<file path="config.mk">
export PLATFORM = sky130hd
export DESIGN_NAME = ctrl_teclado_flat
export DESIGN_NICKNAME = d
export VERILOG_FILES = /design/src/rtl/teclado_pkg.sv /design/src/rtl/ctrl_teclado_if.sv /design/src/rtl/fifo_teclas.sv /design/src/rtl/ctrl_teclado.sv /design/src/flat_wrapper.sv
export SDC_FILE = /design/constraint.sdc
export NUM_CORES = 1
export LEC_CHECK = 0
export BUFFER_PORTS_ARGS = -buffer_cell sky130_fd_sc_hd__buf_2
export CORE_MARGIN = 10
export CORE_UTILIZATION = 45
export CTS_CLUSTER_SIZE = 24
export DETAILED_ROUTE_END_ITERATION = 10
export GPL_TIMING_DRIVEN = 0
export PLACE_DENSITY = 0.76
export SYNTH_ARGS = -nofsm -noshare
export SYNTH_HDL_FRONTEND = slang
export SYNTH_SLANG_ARGS = --single-unit
</file>
<file path="constraint.sdc">
create_clock -name clk -period 2.2 [get_ports clk]
set_input_delay 0 -clock clk [delete_from_list [all_inputs] [get_ports clk]]
set_output_delay 0 -clock clk [all_outputs]
set_load 0.02 [all_outputs]
</file>
<file path="src/rtl/teclado_pkg.sv">
// teclado_pkg: FSM states, key-code and column constants, and code/row/column helpers
// shared by the ctrl_teclado keypad scanner.
package teclado_pkg;

    typedef enum logic [1:0] {ESCANEO, REBOTE, ENCOLAR, SOLTAR} estado_t;

    localparam logic [3:0] TECLA_A   = 4'hA;
    localparam logic [3:0] TECLA_B   = 4'hB;
    localparam logic [3:0] TECLA_C   = 4'hC;
    localparam logic [3:0] TECLA_D   = 4'hD;
    localparam logic [3:0] TECLA_AST = 4'hE;
    localparam logic [3:0] TECLA_ALM = 4'hF;

    localparam logic [3:0] COL_0 = 4'b0111;
    localparam logic [3:0] COL_1 = 4'b1011;
    localparam logic [3:0] COL_2 = 4'b1101;
    localparam logic [3:0] COL_3 = 4'b1110;
    localparam logic [3:0] SIN_TECLA = 4'b1111;

    // Digits 1..9 sit row-major in columns 0..2 of rows 0..2; column 3 holds A..D.
    function automatic logic [3:0] codigo_tecla(input logic [1:0] fila_idx, input logic [1:0] col_idx);
        logic [3:0] digito;
        digito = 4'(fila_idx) * 4'd3 + 4'(col_idx) + 4'd1;
        return col_idx == 2'd3 ? TECLA_A + 4'(fila_idx) :
               fila_idx != 2'd3 ? digito :
               col_idx == 2'd0 ? TECLA_AST :
               col_idx == 2'd1 ? 4'd0 : TECLA_ALM;
    endfunction

    function automatic logic [1:0] fila_activa(input logic [3:0] f);
        return !f[3] ? 2'd0 : !f[2] ? 2'd1 : !f[1] ? 2'd2 : 2'd3;
    endfunction

    function automatic logic [3:0] col_onehot(input logic [1:0] col_idx);
        return col_idx == 2'd0 ? COL_0 : col_idx == 2'd1 ? COL_1 : col_idx == 2'd2 ? COL_2 : COL_3;
    endfunction

endpackage

</file>
<file path="src/rtl/ctrl_teclado_if.sv">
// ctrl_teclado_if: key-code valid/ready channel from the keypad scanner to its consumer.
interface ctrl_teclado_if;
    logic [3:0] tecla_codigo;
    logic       tecla_valida;
    logic       tecla_lista;
    logic       perdida;
    modport master (output tecla_codigo, output tecla_valida, output perdida, input tecla_lista);
    modport slave  (input tecla_codigo, input tecla_valida, input perdida, output tecla_lista);
endinterface

</file>
<file path="src/rtl/fifo_teclas.sv">
// fifo_teclas: synchronous 4-bit key-code FIFO; while empty the output keeps the last popped code.
module fifo_teclas #(
    parameter int PROF = 4
) (
    input  logic       clk,
    input  logic       rst_n,
    input  logic       push,
    input  logic       pop,
    input  logic [3:0] dato,
    output logic [3:0] cabeza,
    output logic       llena,
    output logic       vacia
);
    localparam int AW = $clog2(PROF);

    logic [3:0] mem [PROF];
    logic [AW:0] wr, rd;
    logic [3:0] ultimo;

    assign vacia = wr == rd;
    assign llena = wr == {~rd[AW], rd[AW-1:0]};
    assign cabeza = vacia ? ultimo : mem[rd[AW-1:0]];

    always_ff @(posedge clk)
        if (push)
            mem[wr[AW-1:0]] <= dato;

    always_ff @(posedge clk or negedge rst_n)
        if (!rst_n) begin
            wr <= '0;
            rd <= '0;
            ultimo <= '0;
        end else begin
            if (push)
                wr <= wr + (AW+1)'(1);
            if (pop) begin
                rd <= rd + (AW+1)'(1);
                ultimo <= mem[rd[AW-1:0]];
            end
        end
endmodule

</file>
<file path="src/rtl/ctrl_teclado.sv">
// ctrl_teclado: 4x4 keypad scanner with debounce and one code per touch over valid/ready.
// Define CTRL_TECLADO_FIFO_EN to buffer codes in a FIFO_PROF-deep FIFO instead of one register.
module ctrl_teclado
    import teclado_pkg::*;
#(
    parameter int DIV_ESCANEO = 4,
    parameter int N_REBOTE = 4,
    parameter int FIFO_PROF = 4
) (
    input  logic       clk,
    input  logic       rst_n,
    input  logic [3:0] filas,
    output logic [3:0] columnas,
    ctrl_teclado_if.master salida
);
    localparam int DW = $clog2(DIV_ESCANEO);
    localparam int CW = $clog2(N_REBOTE + 1);
    localparam logic [DW-1:0] DIV_FIN = DW'(DIV_ESCANEO - 1);
    localparam logic [CW-1:0] CNT_FIN = CW'(N_REBOTE);

    estado_t estado, estado_n;
    logic [3:0] sinc, filas_s, patron, patron_n, codigo;
    logic [DW-1:0] div, div_n;
    logic [CW-1:0] cnt, cnt_n;
    logic [1:0] col, col_n, fila, fila_n;
    logic encolar, push, pop, llena;

    always_ff @(posedge clk or negedge rst_n)
        if (!rst_n) begin
            sinc <= SIN_TECLA;
            filas_s <= SIN_TECLA;
            estado <= ESCANEO;
            div <= '0;
            cnt <= '0;
            col <= '0;
            fila <= '0;
            patron <= SIN_TECLA;
        end else begin
            sinc <= filas;
            filas_s <= sinc;
            estado <= estado_n;
            div <= div_n;
            cnt <= cnt_n;
            col <= col_n;
            fila <= fila_n;
            patron <= patron_n;
        end

    // cnt counts matching samples in REBOTE and idle samples in SOLTAR.
    always_comb begin
        estado_n = estado;
        div_n = '0;
        cnt_n = cnt;
        col_n = col;
        fila_n = fila;
        patron_n = patron;
        case (estado)
            ESCANEO:
                if (div != DIV_FIN)
                    div_n = div + DW'(1);
                else if (filas_s != SIN_TECLA) begin
                    estado_n = REBOTE;
                    cnt_n = CW'(1);
                    patron_n = filas_s;
                    fila_n = fila_activa(filas_s);
                end else
                    col_n = col + 2'd1;
            REBOTE:
                if (filas_s != patron) begin
                    estado_n = ESCANEO;
                    col_n = col + 2'd1;
                end else if (cnt + CW'(1) == CNT_FIN)
                    estado_n = ENCOLAR;
                else
                    cnt_n = cnt + CW'(1);
            ENCOLAR: begin
                estado_n = SOLTAR;
                cnt_n = '0;
            end
            SOLTAR:
                if (filas_s != SIN_TECLA)
                    cnt_n = '0;
                else if (cnt + CW'(1) == CNT_FIN) begin
                    estado_n = ESCANEO;
                    col_n = col + 2'd1;
                end else
                    cnt_n = cnt + CW'(1);
            default: estado_n = ESCANEO;
        endcase
    end

    assign columnas = col_onehot(col);
    assign codigo = codigo_tecla(fila, col);
    assign encolar = estado == ENCOLAR;
    assign push = encolar && (!llena || pop);
    assign salida.perdida = encolar && !push;

`ifdef CTRL_TECLADO_FIFO_EN
    logic vacia;

    assign pop = !vacia && salida.tecla_lista;
    assign salida.tecla_valida = !vacia;

    fifo_teclas #(.PROF(FIFO_PROF)) u_fifo (
        .clk(clk),
        .rst_n(rst_n),
        .push(push),
        .pop(pop),
        .dato(codigo),
        .cabeza(salida.tecla_codigo),
        .llena(llena),
        .vacia(vacia)
    );
`else
    logic valida;
    logic [3:0] dato;

    assign pop = valida && salida.tecla_lista;
    assign llena = valida;
    assign salida.tecla_valida = valida;
    assign salida.tecla_codigo = dato;

    always_ff @(posedge clk or negedge rst_n)
        if (!rst_n) begin
            valida <= 1'b0;
            dato <= '0;
        end else if (push) begin
            valida <= 1'b1;
            dato <= codigo;
        end else if (pop)
            valida <= 1'b0;
`endif
endmodule

</file>
<file path="src/flat_wrapper.sv">
// flat-port wrapper written by rule: the top's interface ports become plain ports
module ctrl_teclado_flat import teclado_pkg::*;
#(
    parameter int DIV_ESCANEO = 4,
    parameter int N_REBOTE = 4,
    parameter int FIFO_PROF = 4
)
  (clk, rst_n, filas, columnas, salida_tecla_codigo, salida_tecla_valida, salida_perdida, salida_tecla_lista);
  ctrl_teclado_if salida_i ();
  input  logic clk;
  input  logic rst_n;
  input  logic [3:0] filas;
  output logic [3:0] columnas;
  output wire logic [$bits(salida_i.tecla_codigo)-1:0] salida_tecla_codigo;
  output wire logic [$bits(salida_i.tecla_valida)-1:0] salida_tecla_valida;
  output wire logic [$bits(salida_i.perdida)-1:0] salida_perdida;
  input wire logic [$bits(salida_i.tecla_lista)-1:0] salida_tecla_lista;
  assign salida_tecla_codigo = salida_i.tecla_codigo;
  assign salida_tecla_valida = salida_i.tecla_valida;
  assign salida_perdida = salida_i.perdida;
  assign salida_i.tecla_lista = salida_tecla_lista;
  ctrl_teclado #(.DIV_ESCANEO(DIV_ESCANEO), .N_REBOTE(N_REBOTE), .FIFO_PROF(FIFO_PROF)) u_core (.clk(clk), .rst_n(rst_n), .filas(filas), .columnas(columnas), .salida(salida_i));
endmodule
</file>
* Word-level counts from Yosys, hierarchy flattened
Index checks and enable logic that the tools add are counted.
Word-level totals: output and inout port bits 10, flip-flop bits (word level) 28, input port bits 7, word-level logic and storage cells 84
Operators by class: mux-type cells 33, multiply operators 1, bitwise gates (word level) 1, reduce and logical (&&, ||, !) cells 14, equal/unequal tests 19, add/subtract/negate cells 6
Operators with widths (count):
- $mux 2 | 16
- $mux 4 | 6
- $mux 3 | 5
- $ne 2x2->1 const B | 6
- $pmux 3 s4 | 1
- $eq 2x2->1 const B | 4
- $pmux 2 s4 | 1
- $ne 2x1->1 const B | 3
- $pmux 2 s3 | 1
- $reduce_and 3->1 | 2
- $reduce_and 6->1 | 1
- $reduce_and 5->1 | 1
- $add 2x1->2 const B | 2
- $add 4x1->4 const B | 1
- $add 4x2->4 | 1
- $add 4x2->4 const A | 1
- $eq 2x1->1 const B | 2
- $logic_not 2->1 | 2
- $mul 2x2->4 const B | 1
- $ne 4x4->1 | 1
- $ne 4x4->1 const B | 1
- $add 3x1->3 const B | 1
- $eq 3x3->1 const B | 1
- $logic_and 1x1->1 | 3
- other kinds (7) | 10

* Longest topological paths before layout
depth after elaboration 5, depth in mapped cells 7, mapped depth without buffers 7

* Worst setup path after synthesis
OpenSTA, ideal clock, no wires.
path kind register to register, from reg u_core.fila[0], to reg u_core.dato[1], in the netlist u_core.salida.tecla_codigo[1], data arrival time 1912 ps, data required time 2123 ps, slack 211 ps, buffers on the path 0, period minus slack after synthesis 1989 ps, cell stages (with the launch flop) 6, setup time 77 ps, path through dfrtp_1 > fa_1 > fa_1 > o21ai_0 > mux2_2 > a21oi_1
On the way: longest elaborated chain between the ends 5, elaborated cells on any way between the ends 7, classes of those cells add/sub (3); mul (1); eq/ne (1); mux (2)
Ends and longest elaborated chain:
- start, declared | RTL line ctrl_teclado.sv:25 | logic [1:0] col, col_n, fila, fila_n;
- start signal, assigned | RTL line ctrl_teclado.sv:45 | fila <= fila_n;
- $mul 2x2->4 | RTL line teclado_pkg.sv:23 | digito = 4'(fila_idx) * 4'd3 + 4'(col_idx) + 4'd1;
- $add 4x2->4 | RTL line teclado_pkg.sv:23
- $add 4x1->4 | RTL line teclado_pkg.sv:23
- $mux 4 | RTL line teclado_pkg.sv:25 | fila_idx != 2'd3 ? digito :
- $mux 4 (*) | RTL line teclado_pkg.sv:24 | return col_idx == 2'd3 ? TECLA_A + 4'(fila_idx) :
- end signal, assigned | RTL line ctrl_teclado.sv:129 | dato <= codigo;
- end, declared | RTL line ctrl_teclado.sv:116 | logic [3:0] dato;
Mark *: on every way between the ends. The rest lies on a longest branch, timed or not. A chain may end at the register's enable or synchronous reset.

* Worst setup path in the final report
Same ends and word-level chain as after synthesis.

==> impl_results.md <==
- Drt drc: 0
- I/O pins: 17
- Peak supply drop: between 0.0004 and 0.0005 V
- First-pass GRT wire length: 4950 um
- Pin count of the biggest net entering global routing: 29
- Fin crit period: about 2100 ps
- Root buf cell: clkbuf_4
- Clk sinks: 28
- CTS tree: built
- DR WL/cell: 14.0 um
- Worst endpoint data arrival time: 2380 ps
- Final instance area: between 0.0015 and 0.002 sq mm
- Relative slew slack: 0.592
- Worst Clk Skew: between 9 and 10 ps
- Total Routing Usage GR: 0.0969
- Crit end category: flop
- Number of synthesized register bits: 28
- Vias in the first global route: 1084
- Synthesized cell area: between 0.0015 and 0.002 sq mm
- Die Span X: 78.3 um
- Async SR Flop Fraction: 1.00
- Yosys cell types: 37
- Post-synth top area share: 0.262
- Vias: between 1k and 1.5k
- P_leak: approximately 0.8 nW
- ANT cells: 0
- Starting Density: 0.462
- DIE AREA: between 0.006 and 0.007 sq mm
- Core area: 0.00331 sq mm
- Router iterations before antenna repair: 5
- CTS max path bufs: 2
- Sw Pwr: a little under 1 mW
- Net Count, Synth: 159
- Inst Count DP: a little under 200
- Unrepaired setup endpoints after global routing: false
- Yosys warnings: 0
- Overall Power: ~2.4 mW
- Period utilization: 0.965
- Sw frac: 0.407
- Post-layout utilization of the core: 0.539
- Synth cell count leaders: dfrtp_1 (16), ha_1 (13), dfstp_2 (12), nand2_1 (10)
- Clock power frac: 0.141
- Final-report hold violation count: 0
- Cell internal pwr: 1.40 mW
- Port bufs: 16
- Worst Setup Path Type: reg2reg
- Register area share after synthesis: 0.468
- Vias per cell: 5.25
- Area Growth Syn to Fin: 16.8%
- GP Congestion: about 0.84
- Cells after synthesis: around 140
- Overflow after GRT: 0
- FMAX: 0.471 GHz
- Setup TNS Final: 0 ps
- Worst-Skew Late Latency: ~330 ps
- TritonCTS Buffers: 3
- Measured slew at the worst slew-check pin: 611 ps
- CP Data Required Time: 2460 ps
- Max Slew Vio Count: 0
- Layout cells sized above 1: 0.313
- Layout Nets: 186
- HPWL after detailed placement: approximately 2200 um
- FP Rows: 21
- Routed Wire Length: between 2000 and 3000 um
- Syn Area/Cell: approximately 11 sq um
- Routed Antenna Nets: 0
- # H-tree levels: 1
- Sequential power share: 0.361
- Status: complete, no violations
- Placed cell area: approximately 0.0017 sq mm
- Hold WC Path Type: in2async
- Predominant post-synthesis flop cell: dfrtp_1
- Max FO, Critical Path: 5
- DRT iter0 DRCs: 117
- CTS clock-pin slew for the worst setup and hold paths: around 150 ps
- P per Cell Area: 1320 mW/mm^2
- Final setup margin: 78.0 ps
- WHS: about 200 ps
- Final setup viols: 0
- Crit start category: flop
- Initial antenna violation count: 0
- EDFF count, synth: 0
- Die height: 78.3 um
- Max cap viols: 0
- Gate power share: 0.498
- Synth top area cells: dfrtp_1 (26%), dfstp_2 (21%), ha_1 (11%)
- Final non-filler cell total: about 210
- Dominant cell type by area after synthesis: dfrtp_1
- Pre-CTS setup slack: 47.0 ps
- Most frequent cell after synthesis: dfrtp_1
==> cell families after synthesis <==
family          share of synthesized area
simple gates                        0.133
buf+inv                            0.0311
xor+xnor                           0.0401
compound gates                      0.144
flops                               0.468
mux                                0.0507
fa+ha+maj                           0.133
==> sequential cells by signal, summed over array words and instances (netlist names), 2 cells and up, named ones only <==
| name | count |
|---|---|
| u_core.col | 2 |
| u_core.filas_s | 4 |
| u_core.fila | 2 |
| u_core.cnt | 3 |
| u_core.salida.tecla_codigo | 4 |
| u_core.sinc | 4 |
| u_core.div | 2 |
| u_core.patron | 4 |
==> final cells by class <==
class | instances | area, sq um
fill | 304 | 1530
multi-input combinational | 97 | 768
sequential | 28 | 719
timing repair buffer | 22 | 140
tap | 46 | 57.6
inverter | 9 | 33.8
clock inverter | 1 | 30.0
clock buffer | 3 | 22.5
buffer | 3 | 13.8
==> cell usage in the layout, fill, tap and decap left out, types with 2 or more instances in the layout <==
master | synthesis | routed
a21o_1 | 2 | 2
nand3_1 | 4 | 4
a211o_1 | 3 | 3
dfrtp_2 | 0 | 3
buf_2 | 2 | 18
inv_1 | 9 | 9
ha_1 | 13 | 13
o211ai_1 | 2 | 2
nor3b_1 | 2 | 2
mux2_2 | 5 | 5
dfstp_2 | 12 | 12
and4_2 | 2 | 2
dlygate4sd3_1 | 0 | 6
nand2_1 | 10 | 10
xor2_1 | 6 | 6
clkbuf_4 | 0 | 3
nor2_1 | 7 | 7
nand2b_1 | 2 | 2
dfrtp_1 | 16 | 13
o21ai_0 | 9 | 9
a21oi_1 | 9 | 9
nor2b_1 | 3 | 3
==> power by group through the flow <==
stage | Clock [mW] | Sequential [mW] | Combinational, mW
global route | 0.365 | 0.875 | 1.30
floorplan | 0 | 0.835 | 0.855
CTS | 0.344 | 0.841 | 1.17
finish | 0.333 | 0.850 | 1.17
global placement | 0 | 0.836 | 1.06
detailed placement | 0 | 0.853 | 1.15
==> metal layers <==
layer	GRT usage	wire length [um]
met5	0	0
met4	0.0412	48
met3	0.0262	133
met2	0.169	1490
met1	0.108	1260
==> final timing paths <==
path / to / slack (ps) / from / cells after the start
setup reg to reg: u_core.salida.tecla_codigo[1] / 80 / u_core.fila[0] / 5
setup / recovery: u_core.salida.tecla_codigo[1] / 80 / u_core.fila[0] / 5
hold / removal: u_core.salida.tecla_codigo[3] / 200 / rst_n / 2
min in group clk: u_core.sinc[3] / 290 / filas[3] / 2
hold reg to reg: u_core.filas_s[2] / 370 / u_core.sinc[2] / 0
max in group asynchronous: u_core.fila[1] / 1570 / rst_n / 2
==> critical path: stages (launching register included) <==
cell and delay, ps:
dfrtp_2 470, fa_2 510, fa_1 560, o21ai_0 90
mux2_2 270, a21oi_1 140
==> repair_timing <==
action                                  4_1_cts  5_1_grt
buffers inserted                              0        0
endpoints found under the setup margin        0        3
hold endpoints to repair                     21        0
resized for setup                             0        4
hold buffers                                  6        0
(Power assumes the default switching activity.)
